--- src/rtl/conv_ctrl_csr_if.sv ---
`timescale 1ns/1ps
`default_nettype none
// +----------------------------------------------------------------------+
// | conv_ctrl_csr_if : AXI4-Lite register-bus bundle for conv_ctrl_csr    |
// | Rev 1.0                                                              |
// +----------------------------------------------------------------------+
interface conv_ctrl_csr_if #(
    parameter int ADDR_W = 5,
    parameter int DATA_W = 32
);
    logic              s_awvalid;
    logic              s_awready;
    logic [ADDR_W-1:0] s_awaddr;
    logic              s_wvalid;
    logic              s_wready;
    logic [DATA_W-1:0] s_wdata;
    logic [3:0]        s_wstrb;
    logic              s_bvalid;
    logic              s_bready;
    logic [1:0]        s_bresp;
    logic              s_arvalid;
    logic              s_arready;
    logic [ADDR_W-1:0] s_araddr;
    logic              s_rvalid;
    logic              s_rready;
    logic [DATA_W-1:0] s_rdata;
    logic [1:0]        s_rresp;

    modport master (
        output s_awvalid, s_awaddr, s_wvalid, s_wdata, s_wstrb, s_bready,
               s_arvalid, s_araddr, s_rready,
        input  s_awready, s_wready, s_bvalid, s_bresp, s_arready,
               s_rvalid, s_rdata, s_rresp
    );

    modport slave (
        input  s_awvalid, s_awaddr, s_wvalid, s_wdata, s_wstrb, s_bready,
               s_arvalid, s_araddr, s_rready,
        output s_awready, s_wready, s_bvalid, s_bresp, s_arready,
               s_rvalid, s_rdata, s_rresp
    );
endinterface
`default_nettype wire

--- src/rtl/conv_ctrl_csr.sv ---
`timescale 1ns/1ps
`default_nettype none
// +----------------------------------------------------------------------+
// | conv_ctrl_csr : AXI4-Lite CSR block for the convolution controller    |
// | Rev 1.0                                                              |
// +----------------------------------------------------------------------+
module conv_ctrl_csr #(
    parameter int ADDR_W = 5,
    parameter int DATA_W = 32
) (
    input  wire         i_clk,
    input  wire         i_reset_n,
    conv_ctrl_csr_if.slave s,
    output logic        o_en,
    output logic        o_flush,
    output logic        o_irq_en,
    output logic        o_irq_reg,
    output logic        o_irq,
    output logic        o_param_valid,
    input  wire         i_validate_param,
    input  wire         i_clear_en,
    input  wire         i_set_irq,
    input  wire         i_idle,
    output logic [15:0] o_img_w,
    output logic [15:0] o_img_h,
    output logic [15:0] o_ch_in,
    output logic [15:0] o_ch_out,
    output logic [31:0] o_src_addr,
    output logic [31:0] o_dst_addr,
    output logic [31:0] o_krn_addr
);
    localparam logic [1:0] c_RESP_OKAY   = 2'b00;
    localparam logic [1:0] c_RESP_SLVERR = 2'b10;

    logic              aw_got_q, w_got_q, bvalid_q, rvalid_q;
    logic [ADDR_W-1:0] aw_addr_q;
    logic [DATA_W-1:0] wdata_q, rdata_q;
    logic [3:0]        wstrb_q;
    logic [1:0]        bresp_q, rresp_q;

    logic [2:0]        ctrl_q, ctrl_d;
    logic              irq_q, irq_d, perr_q, perr_d, pv_q, pv_d;
    logic [DATA_W-1:0] dim_q, dim_d, ch_q, ch_d, src_q, src_d, dst_q, dst_d, krn_q, krn_d;

    logic              w_aw_hs, w_w_hs, w_wr_go, w_wr_ok, w_param_ok;
    logic [ADDR_W-1:0] w_wr_addr;
    logic [DATA_W-1:0] w_wr_data, w_wr_mask, w_rd_data;
    logic [3:0]        w_wr_strb;
    logic [6:0]        w_wr_sel;
    logic [1:0]        w_rd_resp;

    function automatic logic [DATA_W-1:0] f_merge(input logic [DATA_W-1:0] old_v,
                                                  input logic [DATA_W-1:0] new_v,
                                                  input logic [DATA_W-1:0] mask);
        return (old_v & ~mask) | (new_v & mask);
    endfunction

    assign s.s_awready = !aw_got_q && !bvalid_q;
    assign s.s_wready  = !w_got_q && !bvalid_q;
    assign s.s_bvalid  = bvalid_q;
    assign s.s_bresp   = bresp_q;
    assign s.s_arready = !rvalid_q;
    assign s.s_rvalid  = rvalid_q;
    assign s.s_rdata   = rdata_q;
    assign s.s_rresp   = rresp_q;

    assign w_aw_hs = s.s_awvalid && s.s_awready;
    assign w_w_hs  = s.s_wvalid && s.s_wready;
    // Commit on the edge that completes the pair, using whichever half is still on the bus.
    assign w_wr_go   = (aw_got_q || w_aw_hs) && (w_got_q || w_w_hs);
    assign w_wr_addr = aw_got_q ? aw_addr_q : s.s_awaddr;
    assign w_wr_data = w_got_q ? wdata_q : s.s_wdata;
    assign w_wr_strb = w_got_q ? wstrb_q : s.s_wstrb;
    assign w_wr_mask = {{8{w_wr_strb[3]}}, {8{w_wr_strb[2]}}, {8{w_wr_strb[1]}}, {8{w_wr_strb[0]}}};

    always_comb begin
        w_wr_sel = '0;
        if (w_wr_addr[1:0] == 2'b00) begin
            case (w_wr_addr)
                ADDR_W'('h00): w_wr_sel[0] = 1'b1;
                ADDR_W'('h04): w_wr_sel[1] = 1'b1;
                ADDR_W'('h08): w_wr_sel[2] = 1'b1;
                ADDR_W'('h0C): w_wr_sel[3] = 1'b1;
                ADDR_W'('h10): w_wr_sel[4] = 1'b1;
                ADDR_W'('h14): w_wr_sel[5] = 1'b1;
                ADDR_W'('h18): w_wr_sel[6] = 1'b1;
                default:       w_wr_sel    = '0;
            endcase
        end
        // Geometry and address registers are frozen while the engine runs.
        w_wr_ok = (|w_wr_sel) && (!(|w_wr_sel[6:2]) || i_idle);
    end

    assign w_param_ok = (dim_q[15:0] >= 16'd3) && (dim_q[31:16] >= 16'd3) &&
                        (ch_q[15:0] != 16'd0) && (ch_q[31:16] != 16'd0) &&
                        (src_q[1:0] == 2'b00) && (dst_q[1:0] == 2'b00) && (krn_q[1:0] == 2'b00);

    always_comb begin
        ctrl_d = ctrl_q;
        irq_d  = irq_q;
        perr_d = perr_q;
        pv_d   = pv_q;
        dim_d  = dim_q;
        ch_d   = ch_q;
        src_d  = src_q;
        dst_d  = dst_q;
        krn_d  = krn_q;
        if (w_wr_go && w_wr_ok) begin
            if (w_wr_sel[0]) ctrl_d = (ctrl_q & ~w_wr_mask[2:0]) | (w_wr_data[2:0] & w_wr_mask[2:0]);
            if (w_wr_sel[1] && w_wr_strb[0]) begin
                if (w_wr_data[0]) irq_d  = 1'b0;
                if (w_wr_data[2]) perr_d = 1'b0;
            end
            if (w_wr_sel[2]) dim_d = f_merge(dim_q, w_wr_data, w_wr_mask);
            if (w_wr_sel[3]) ch_d  = f_merge(ch_q,  w_wr_data, w_wr_mask);
            if (w_wr_sel[4]) src_d = f_merge(src_q, w_wr_data, w_wr_mask);
            if (w_wr_sel[5]) dst_d = f_merge(dst_q, w_wr_data, w_wr_mask);
            if (w_wr_sel[6]) krn_d = f_merge(krn_q, w_wr_data, w_wr_mask);
        end
        // Hardware events override software on the same cycle.
        if (i_clear_en) ctrl_d[1:0] = 2'b00;
        if (i_set_irq)  irq_d = 1'b1;
        if (i_validate_param) begin
            pv_d = w_param_ok;
            if (!w_param_ok) perr_d = 1'b1;
        end
    end

    always_comb begin
        w_rd_data = '0;
        w_rd_resp = c_RESP_SLVERR;
        if (s.s_araddr[1:0] == 2'b00) begin
            w_rd_resp = c_RESP_OKAY;
            case (s.s_araddr)
                ADDR_W'('h00): w_rd_data = DATA_W'(ctrl_q);
                ADDR_W'('h04): w_rd_data = DATA_W'({perr_q, i_idle, irq_q});
                ADDR_W'('h08): w_rd_data = dim_q;
                ADDR_W'('h0C): w_rd_data = ch_q;
                ADDR_W'('h10): w_rd_data = src_q;
                ADDR_W'('h14): w_rd_data = dst_q;
                ADDR_W'('h18): w_rd_data = krn_q;
                default:       w_rd_resp = c_RESP_SLVERR;
            endcase
        end
    end

    always_ff @(posedge i_clk) begin
        if (!i_reset_n) begin
            aw_got_q  <= 1'b0;
            w_got_q   <= 1'b0;
            aw_addr_q <= '0;
            wdata_q   <= '0;
            wstrb_q   <= '0;
            bvalid_q  <= 1'b0;
            bresp_q   <= c_RESP_OKAY;
            rvalid_q  <= 1'b0;
            rdata_q   <= '0;
            rresp_q   <= c_RESP_OKAY;
            ctrl_q    <= '0;
            irq_q     <= 1'b0;
            perr_q    <= 1'b0;
            pv_q      <= 1'b0;
            dim_q     <= '0;
            ch_q      <= '0;
            src_q     <= '0;
            dst_q     <= '0;
            krn_q     <= '0;
        end else begin
            if (bvalid_q && s.s_bready) bvalid_q <= 1'b0;
            if (w_wr_go) begin
                aw_got_q <= 1'b0;
                w_got_q  <= 1'b0;
                bvalid_q <= 1'b1;
                bresp_q  <= w_wr_ok ? c_RESP_OKAY : c_RESP_SLVERR;
            end else begin
                if (w_aw_hs) begin
                    aw_got_q  <= 1'b1;
                    aw_addr_q <= s.s_awaddr;
                end
                if (w_w_hs) begin
                    w_got_q <= 1'b1;
                    wdata_q <= s.s_wdata;
                    wstrb_q <= s.s_wstrb;
                end
            end
            if (rvalid_q && s.s_rready) rvalid_q <= 1'b0;
            if (s.s_arvalid && !rvalid_q) begin
                rvalid_q <= 1'b1;
                rdata_q  <= w_rd_data;
                rresp_q  <= w_rd_resp;
            end
            ctrl_q <= ctrl_d;
            irq_q  <= irq_d;
            perr_q <= perr_d;
            pv_q   <= pv_d;
            dim_q  <= dim_d;
            ch_q   <= ch_d;
            src_q  <= src_d;
            dst_q  <= dst_d;
            krn_q  <= krn_d;
        end
    end

    assign o_en          = ctrl_q[0];
    assign o_flush       = ctrl_q[1];
    assign o_irq_en      = ctrl_q[2];
    assign o_irq_reg     = irq_q;
    assign o_irq         = irq_q && ctrl_q[2];
    assign o_param_valid = pv_q;
    assign o_img_w       = dim_q[15:0];
    assign o_img_h       = dim_q[31:16];
    assign o_ch_in       = ch_q[15:0];
    assign o_ch_out      = ch_q[31:16];
    assign o_src_addr    = src_q;
    assign o_dst_addr    = dst_q;
    assign o_krn_addr    = krn_q;
endmodule
`default_nettype wire

--- src/flat_wrapper.sv ---
// flat-port wrapper written by rule: the top's interface ports become plain ports
module conv_ctrl_csr_flat 
#(
    parameter int ADDR_W = 5,
    parameter int DATA_W = 32
)
  (i_clk, i_reset_n, o_en, o_flush, o_irq_en, o_irq_reg, o_irq, o_param_valid, i_validate_param, i_clear_en, i_set_irq, i_idle, o_img_w, o_img_h, o_ch_in, o_ch_out, o_src_addr, o_dst_addr, o_krn_addr, s_s_awvalid, s_s_awaddr, s_s_wvalid, s_s_wdata, s_s_wstrb, s_s_bready, s_s_arvalid, s_s_araddr, s_s_rready, s_s_awready, s_s_wready, s_s_bvalid, s_s_bresp, s_s_arready, s_s_rvalid, s_s_rdata, s_s_rresp);
  conv_ctrl_csr_if #(.ADDR_W(ADDR_W), .DATA_W(DATA_W)) s_i ();
  input  wire i_clk;
  input  wire i_reset_n;
  output logic o_en;
  output logic o_flush;
  output logic o_irq_en;
  output logic o_irq_reg;
  output logic o_irq;
  output logic o_param_valid;
  input  wire i_validate_param;
  input  wire i_clear_en;
  input  wire i_set_irq;
  input  wire i_idle;
  output logic [15:0] o_img_w;
  output logic [15:0] o_img_h;
  output logic [15:0] o_ch_in;
  output logic [15:0] o_ch_out;
  output logic [31:0] o_src_addr;
  output logic [31:0] o_dst_addr;
  output logic [31:0] o_krn_addr;
  input wire logic [$bits(s_i.s_awvalid)-1:0] s_s_awvalid;
  input wire logic [$bits(s_i.s_awaddr)-1:0] s_s_awaddr;
  input wire logic [$bits(s_i.s_wvalid)-1:0] s_s_wvalid;
  input wire logic [$bits(s_i.s_wdata)-1:0] s_s_wdata;
  input wire logic [$bits(s_i.s_wstrb)-1:0] s_s_wstrb;
  input wire logic [$bits(s_i.s_bready)-1:0] s_s_bready;
  input wire logic [$bits(s_i.s_arvalid)-1:0] s_s_arvalid;
  input wire logic [$bits(s_i.s_araddr)-1:0] s_s_araddr;
  input wire logic [$bits(s_i.s_rready)-1:0] s_s_rready;
  output wire logic [$bits(s_i.s_awready)-1:0] s_s_awready;
  output wire logic [$bits(s_i.s_wready)-1:0] s_s_wready;
  output wire logic [$bits(s_i.s_bvalid)-1:0] s_s_bvalid;
  output wire logic [$bits(s_i.s_bresp)-1:0] s_s_bresp;
  output wire logic [$bits(s_i.s_arready)-1:0] s_s_arready;
  output wire logic [$bits(s_i.s_rvalid)-1:0] s_s_rvalid;
  output wire logic [$bits(s_i.s_rdata)-1:0] s_s_rdata;
  output wire logic [$bits(s_i.s_rresp)-1:0] s_s_rresp;
  assign s_i.s_awvalid = s_s_awvalid;
  assign s_i.s_awaddr = s_s_awaddr;
  assign s_i.s_wvalid = s_s_wvalid;
  assign s_i.s_wdata = s_s_wdata;
  assign s_i.s_wstrb = s_s_wstrb;
  assign s_i.s_bready = s_s_bready;
  assign s_i.s_arvalid = s_s_arvalid;
  assign s_i.s_araddr = s_s_araddr;
  assign s_i.s_rready = s_s_rready;
  assign s_s_awready = s_i.s_awready;
  assign s_s_wready = s_i.s_wready;
  assign s_s_bvalid = s_i.s_bvalid;
  assign s_s_bresp = s_i.s_bresp;
  assign s_s_arready = s_i.s_arready;
  assign s_s_rvalid = s_i.s_rvalid;
  assign s_s_rdata = s_i.s_rdata;
  assign s_s_rresp = s_i.s_rresp;
  conv_ctrl_csr #(.ADDR_W(ADDR_W), .DATA_W(DATA_W)) u_core (.i_clk(i_clk), .i_reset_n(i_reset_n), .s(s_i), .o_en(o_en), .o_flush(o_flush), .o_irq_en(o_irq_en), .o_irq_reg(o_irq_reg), .o_irq(o_irq), .o_param_valid(o_param_valid), .i_validate_param(i_validate_param), .i_clear_en(i_clear_en), .i_set_irq(i_set_irq), .i_idle(i_idle), .o_img_w(o_img_w), .o_img_h(o_img_h), .o_ch_in(o_ch_in), .o_ch_out(o_ch_out), .o_src_addr(o_src_addr), .o_dst_addr(o_dst_addr), .o_krn_addr(o_krn_addr));
endmodule
--- config.mk ---
export PLATFORM = sky130hd
export DESIGN_NAME = conv_ctrl_csr_flat
export DESIGN_NICKNAME = d
export VERILOG_FILES = /design/src/rtl/conv_ctrl_csr_if.sv /design/src/rtl/conv_ctrl_csr.sv /design/src/flat_wrapper.sv
export SDC_FILE = /design/constraint.sdc
export NUM_CORES = 1
export LEC_CHECK = 0
export CELL_PAD_IN_SITES_DETAIL_PLACEMENT = 1
export CELL_PAD_IN_SITES_GLOBAL_PLACEMENT = 2
export CORE_ASPECT_RATIO = 1.5
export CORE_MARGIN = 2
export CORE_UTILIZATION = 28
export CTS_CLUSTER_DIAMETER = 60
export DETAILED_ROUTE_END_ITERATION = 12
export PLACE_DENSITY = 0.86
export SLEW_MARGIN = 20
export SYNTH_ARGS = -nofsm -noshare
export SYNTH_HDL_FRONTEND = slang
export SYNTH_SLANG_ARGS = --single-unit
--- constraint.sdc ---
create_clock -name i_clk -period 5.5 [get_ports i_clk]
set_input_delay 0.825 -clock i_clk [delete_from_list [all_inputs] [get_ports i_clk]]
set_output_delay 0.825 -clock i_clk [all_outputs]
set_load 0.02 [all_outputs]
Word level (Yosys, flattened, before mapping)
Cells that the tools add are included.

Word-level logic and storage cells: 135. Bits in latches: 0. Memories kept: 0. Output and inout port bits: 207. Memory bits (writable): 0. Input bits: 57. ROM bits: 0. Register bits: 247.

Bitwise gates (word level): 18. Shift-type cells: 0. Order comparisons: 2. Mux-type cells: 29. Divide/modulo/power cells: 0. $mul: 0. Reduce and logical (&&, ||, !) cells: 54. Add/subtract/negate cells: 0. Equal/unequal tests: 12.

Operators by type and width (count): $pmux 32 s7 (1); $and 32x32->32 (6); $or 32x32->32 (5); $mux 32 (2); $ge 16x2->1 const B (2); $not 32->32 (1); $reduce_bool 16->1 (2); $eq 5x5->1 const B (6); $eq 5x4->1 const B (4); $mux 1 (20); $logic_and 1x1->1 (18); $reduce_and 2->1 (8); $reduce_or 7->1 (2); $eq 5x3->1 const B (2); $logic_not 2->1 (5); $logic_not 5->1 (2); $reduce_bool 2->1 (5); $mux 7 (1); $and 3x3->3 (2); $mux 2 (3); $logic_not 1->1 (5); $mux 5 (1); $reduce_or 5->1 (1); $mux 4 (1); other kinds (6) (10).

Depth between registers and ports, before layout
Depth after elaboration: 12. Depth in mapped cells: 8. Mapped depth without buffers: 5.

Least setup slack after synthesis
OpenSTA, ideal clock, no wires.

Kind: input to register. Start point: input s_s_awaddr[0]. End point: register (tool-made name). Buffers on the path: 1. Data arrival time: 2323 ps. Slack: 3105 ps. Setup time: 72 ps. Stages on the path: 6. Required time: 5428 ps. Cells stage by stage: or3_1 -> a222oi_1 -> buf_4 -> nand4_4 -> nor2_4 -> mux2i_1.

RTL lines: from (decl) (RTL line flat_wrapper.sv:29) `input wire logic [$bits(s_i.s_awaddr)-1:0] s_s_awaddr;`.

Final worst setup path
Start point: register u_core.w_got_q. End point: output s_s_wready.

Longest elaborated chain between the ends: 2.

RTL lines: from (decl) (RTL line conv_ctrl_csr.sv:35) `logic aw_got_q, w_got_q, bvalid_q, rvalid_q;`; from (signal assigned) (RTL line conv_ctrl_csr.sv:150) `w_got_q <= 1'b0;`; from (signal assigned) (RTL line conv_ctrl_csr.sv:172) `w_got_q <= 1'b0;`; from (signal assigned) (RTL line conv_ctrl_csr.sv:181) `w_got_q <= 1'b1;`; $logic_not 1->1 (RTL line conv_ctrl_csr.sv:59) `assign s.s_wready = !w_got_q && !bvalid_q;`; $logic_and 1x1->1 (RTL line conv_ctrl_csr.sv:59); to (decl) (RTL line flat_wrapper.sv:38) `output wire logic [$bits(s_i.s_wready)-1:0] s_s_wready;`.

Every way passes these cells.

==> qor.csv <==
stage;metric;value;unit
run_status;status;finished clean;
hold_path;worst hold path startpoint;u_core.wdata_q[8];
logic_synthesis;Cell Area, Synth;0.0107;mm2
logic_synthesis;part of the Yosys area used for sequential elements;45.8;%
placed_design;input/output buffers;261;
clock_network;Sink Count;245;
global_route;aggregate global routing overflow;0;
global_route;routing usage on met3;2.89;%
placed_design;Area after DPL;0.0137;mm2
run;max_cap viols;0;
clock_network;Reg clk slew, reported paths;60;ps
detailed_routing;drt drc;0;
clock_network;clk_lat worst skew;550;ps
worst_setup_path;reg2reg path depth;6;
logic_synthesis;Syn Area/Cell;9.63;um2
power_and_ir_drop;sw frac;24.6;%
power_and_ir_drop;P_sw;0.992;mW
global_route;vias in the first global route;10000;
logic_synthesis;Syn. warnings;0;
hold_path;Min-Delay Path Class;flop to flop;
worst_setup_path;Reg-to-Reg Start;u_core.aw_got_q;
final_layout;Util after Layout;38.9;%
worst_setup_path;crit-path max cell delay;570;ps
die;# IOs;264;
logic_synthesis;Yosys cell types;49;
detailed_routing;via count;9425;
worst_setup_path;Max FO, Critical Path;43;
logic_synthesis;async set or reset register ratio after synthesis;0;%
clock_network;CTS tree;built;
worst_setup_path;CP max stage cell;clkdlybuf4s50_1;
power_and_ir_drop;Lkg Pwr;5.78;nW
power_and_ir_drop;PwrDens;275;mW/mm2
global_route;largest net degree at the start of global routing;123;
timing;Final Hold Viols;0;
timing;unrepaired setup endpoints after global routing;no;
timing;Final setup viols;0;
clock_network;CTS max path bufs;3;
detailed_routing;drt pass-1 iters;5;
global_route;met1 usage in global routing;21.9;%
timing;Max Clk Rate;0.341;GHz
worst_setup_path;Crit path max-delay family;buffers and inverters;
worst_setup_path;Data arrival, critical path;2110;ps
clock_network;htree depth;1;
clock_network;PostCTS Resize Cnt;0;
power_and_ir_drop;clock share of power;45.9;%
clock_network;CTS Buf Count;27;
global_route;initial antenna violation count;4;
logic_synthesis;Synth Flop Type;dfxtp_1;
die;starting density of the core;28.4;%
clock_network;postcts setup bufs;0;
clock_network;Clk Tree Root Cell;clkbuf_16;
power_and_ir_drop;Pint;3.03;mW
final_layout;fraction of layout instances using a drive strength above 1;11.9;%
worst_setup_path;crit path cell chain;buf_4 -> nor2_1 -> clkdlybuf4s50_1;
logic_synthesis;Post-Synthesis Cells;1113;
worst_setup_path;Setup crit end kind;output pin;
worst_setup_path;R2R Setup Slk;2930;ps
timing;final cycle utilization of the critical path;53.3;%
placed_design;GP Congestion;0.776;
clock_network;hold_buf cts;0;
logic_synthesis;share of Yosys cell area claimed by the top area cell type;45.8;%
detailed_routing;Avg Vias per Cell;5.10;
die;Die Y;244;um
detailed_routing;total length of routed wires;40900;um
timing;min cycle time layout;2930;ps
global_route;grt peak-use layer;met2;
die;die width;164;um
logic_synthesis;Yosys reg bits;245;
placed_design;HPWL after DPL;29100;um
power_and_ir_drop;sequential share of power;45.2;%
worst_setup_path;Critical Path Stages;3;
die;core area;0.0377;mm2
final_layout;fill count;4299;
logic_synthesis;Area contributors post-synth;dfxtp_1 46%, mux2i_1 15%, nand2_1 10%;
global_route;routing usage on met2;37.0;%
timing;Worst Max-Slew Pin Slew;968;ps
global_route;global-route wire length before repair;61000;um
die;Site Rows;87;
timing;max_slew headroom;35.5;%
logic_synthesis;dominant cell type by area after synthesis;dfxtp_1;
final_layout;design area;0.0147;mm2
power_and_ir_drop;Worst VDD drop;0.158;mV
timing;Layout Skew;10.5;ps
timing;setup_tns;0;ps
worst_setup_path;crit path from;u_core.w_got_q;
detailed_routing;drt wl/cell;22.1;um
worst_setup_path;Buf+Inv Stages, Crit Path;2;
detailed_routing;antenna viol nets, final;0;
detailed_routing;DRT iter0 DRCs;426;
worst_setup_path;crit path kind;flop to output pin;
final_layout;P&R area growth vs syn;36.9;%
power_and_ir_drop;Comb pwr share;8.9;%
global_route;GRT Util Overall;20.0;%
logic_synthesis;EDFF count, synth;0;
worst_setup_path;WP data required;4680;ps
final_layout;Final #Nets;1398;
die;die area;0.0399;mm2
hold_path;Hold Crit Depth;2;
timing;Max Transition Viols Final;0;
worst_setup_path;CP startpoint kind;flop;
power groups by stage:
stage	logic (mW)	clock network, mW	registers (mW)
2_1_floorplan	0.206	0	1.86
3_3_place_gp	0.350	0	1.86
3_5_place_dp	0.359	0	1.86
4_1_cts	0.360	1.89	1.82
5_1_grt	0.387	1.96	1.82
6_report	0.358	1.85	1.82
cell usage in the layout, fill, tap and decap left out, types with 5 or more instances in the layout:
cell / count
a211oi_1: 6
a21boi_0: 38
a22o_1: 32
a22oi_1: 58
buf_4: 9
clkbuf_1: 6
clkbuf_16: 27
clkdlybuf4s50_1: 259
dfxtp_1: 244
inv_1: 5
mux2_2: 66
mux2i_1: 160
nand2_1: 298
nand2_2: 9
nand3_1: 5
nand4_1: 6
nor2_1: 11
nor2_4: 8
nor2b_1: 6
nor4_1: 14
o21ai_0: 5
o221a_2: 15
cell families (layout without fill, tap and decap cells):
kind of cell	after synthesis	count (layout)	synth area share, %
and+or+nand+nor	389	389	16.3
DFF	245	245	45.8
muxes	226	226	21.9
AOI/OAI and AO/OA	174	174	13.1
buffers and inverters	78	322	2.87
other	1	4	0.0350
worst min-delay path: cells and delay by family, from the launching register on:
family / cells / cell delay [ps]
compound gates: 1 / 60
simple gates: 1 / 40
flops: 1 / 300
path summary, 6_finish.rpt:
check / to
worst min-delay path: u_core.wdata_q[8]
worst max register to register: flop
worst max-delay path: s_s_wready
worst min register to register: u_core.wdata_q[8]
per-stage QoR:
stage,power (mW),hold slack [ps],worst slack (ps),std cells
floorplan,2.07,440,3110,1114
global placement,2.21,446,2230,1800
detailed placement,2.22,458,2180,1800
CTS,4.07,466,2480,1846
global route,4.17,491,2440,1849
finish,4.03,463,2570,1849
layer usage:
metal,part of all wire [%],vias up
met5,0.029,-
met4,4.4,2
met3,4.5,85
met2,53,258
met1,38,4663
li1,-,4417
Yosys cell counts (3+ instances only):
cell type,instances
or3_1,3
buf_2,3
nand3b_1,4
nand2_1,298
o21ai_0,5
clkbuf_1,63
nor2b_1,7
nand3_1,5
buf_4,3
buf_1,4
a22o_1,32
nand2_2,9
a211oi_1,6
nand2b_1,4
mux2i_1,160
a222oi_1,4
dfxtp_1,245
nor4_1,15
nor2_4,8
mux2_2,66
a22oi_1,58
o221a_2,15
nor2_1,11
and2_1,4
nand4_1,6
o211a_1,4
inv_1,5
a21boi_0,38
layout make-up:
cell class	count	area, um2	area share, %
diodes	2	5.00	0.0341
repair buffers	271	2700	18.4
inverters	5	18.8	0.128
clock buffers	37	753	5.14
well taps	489	612	4.17
multi-input cells	791	5530	37.7
flip-flops and latches	245	4910	33.5
clock inverters	9	134	0.913
Power figures use the tool's default switching activity.
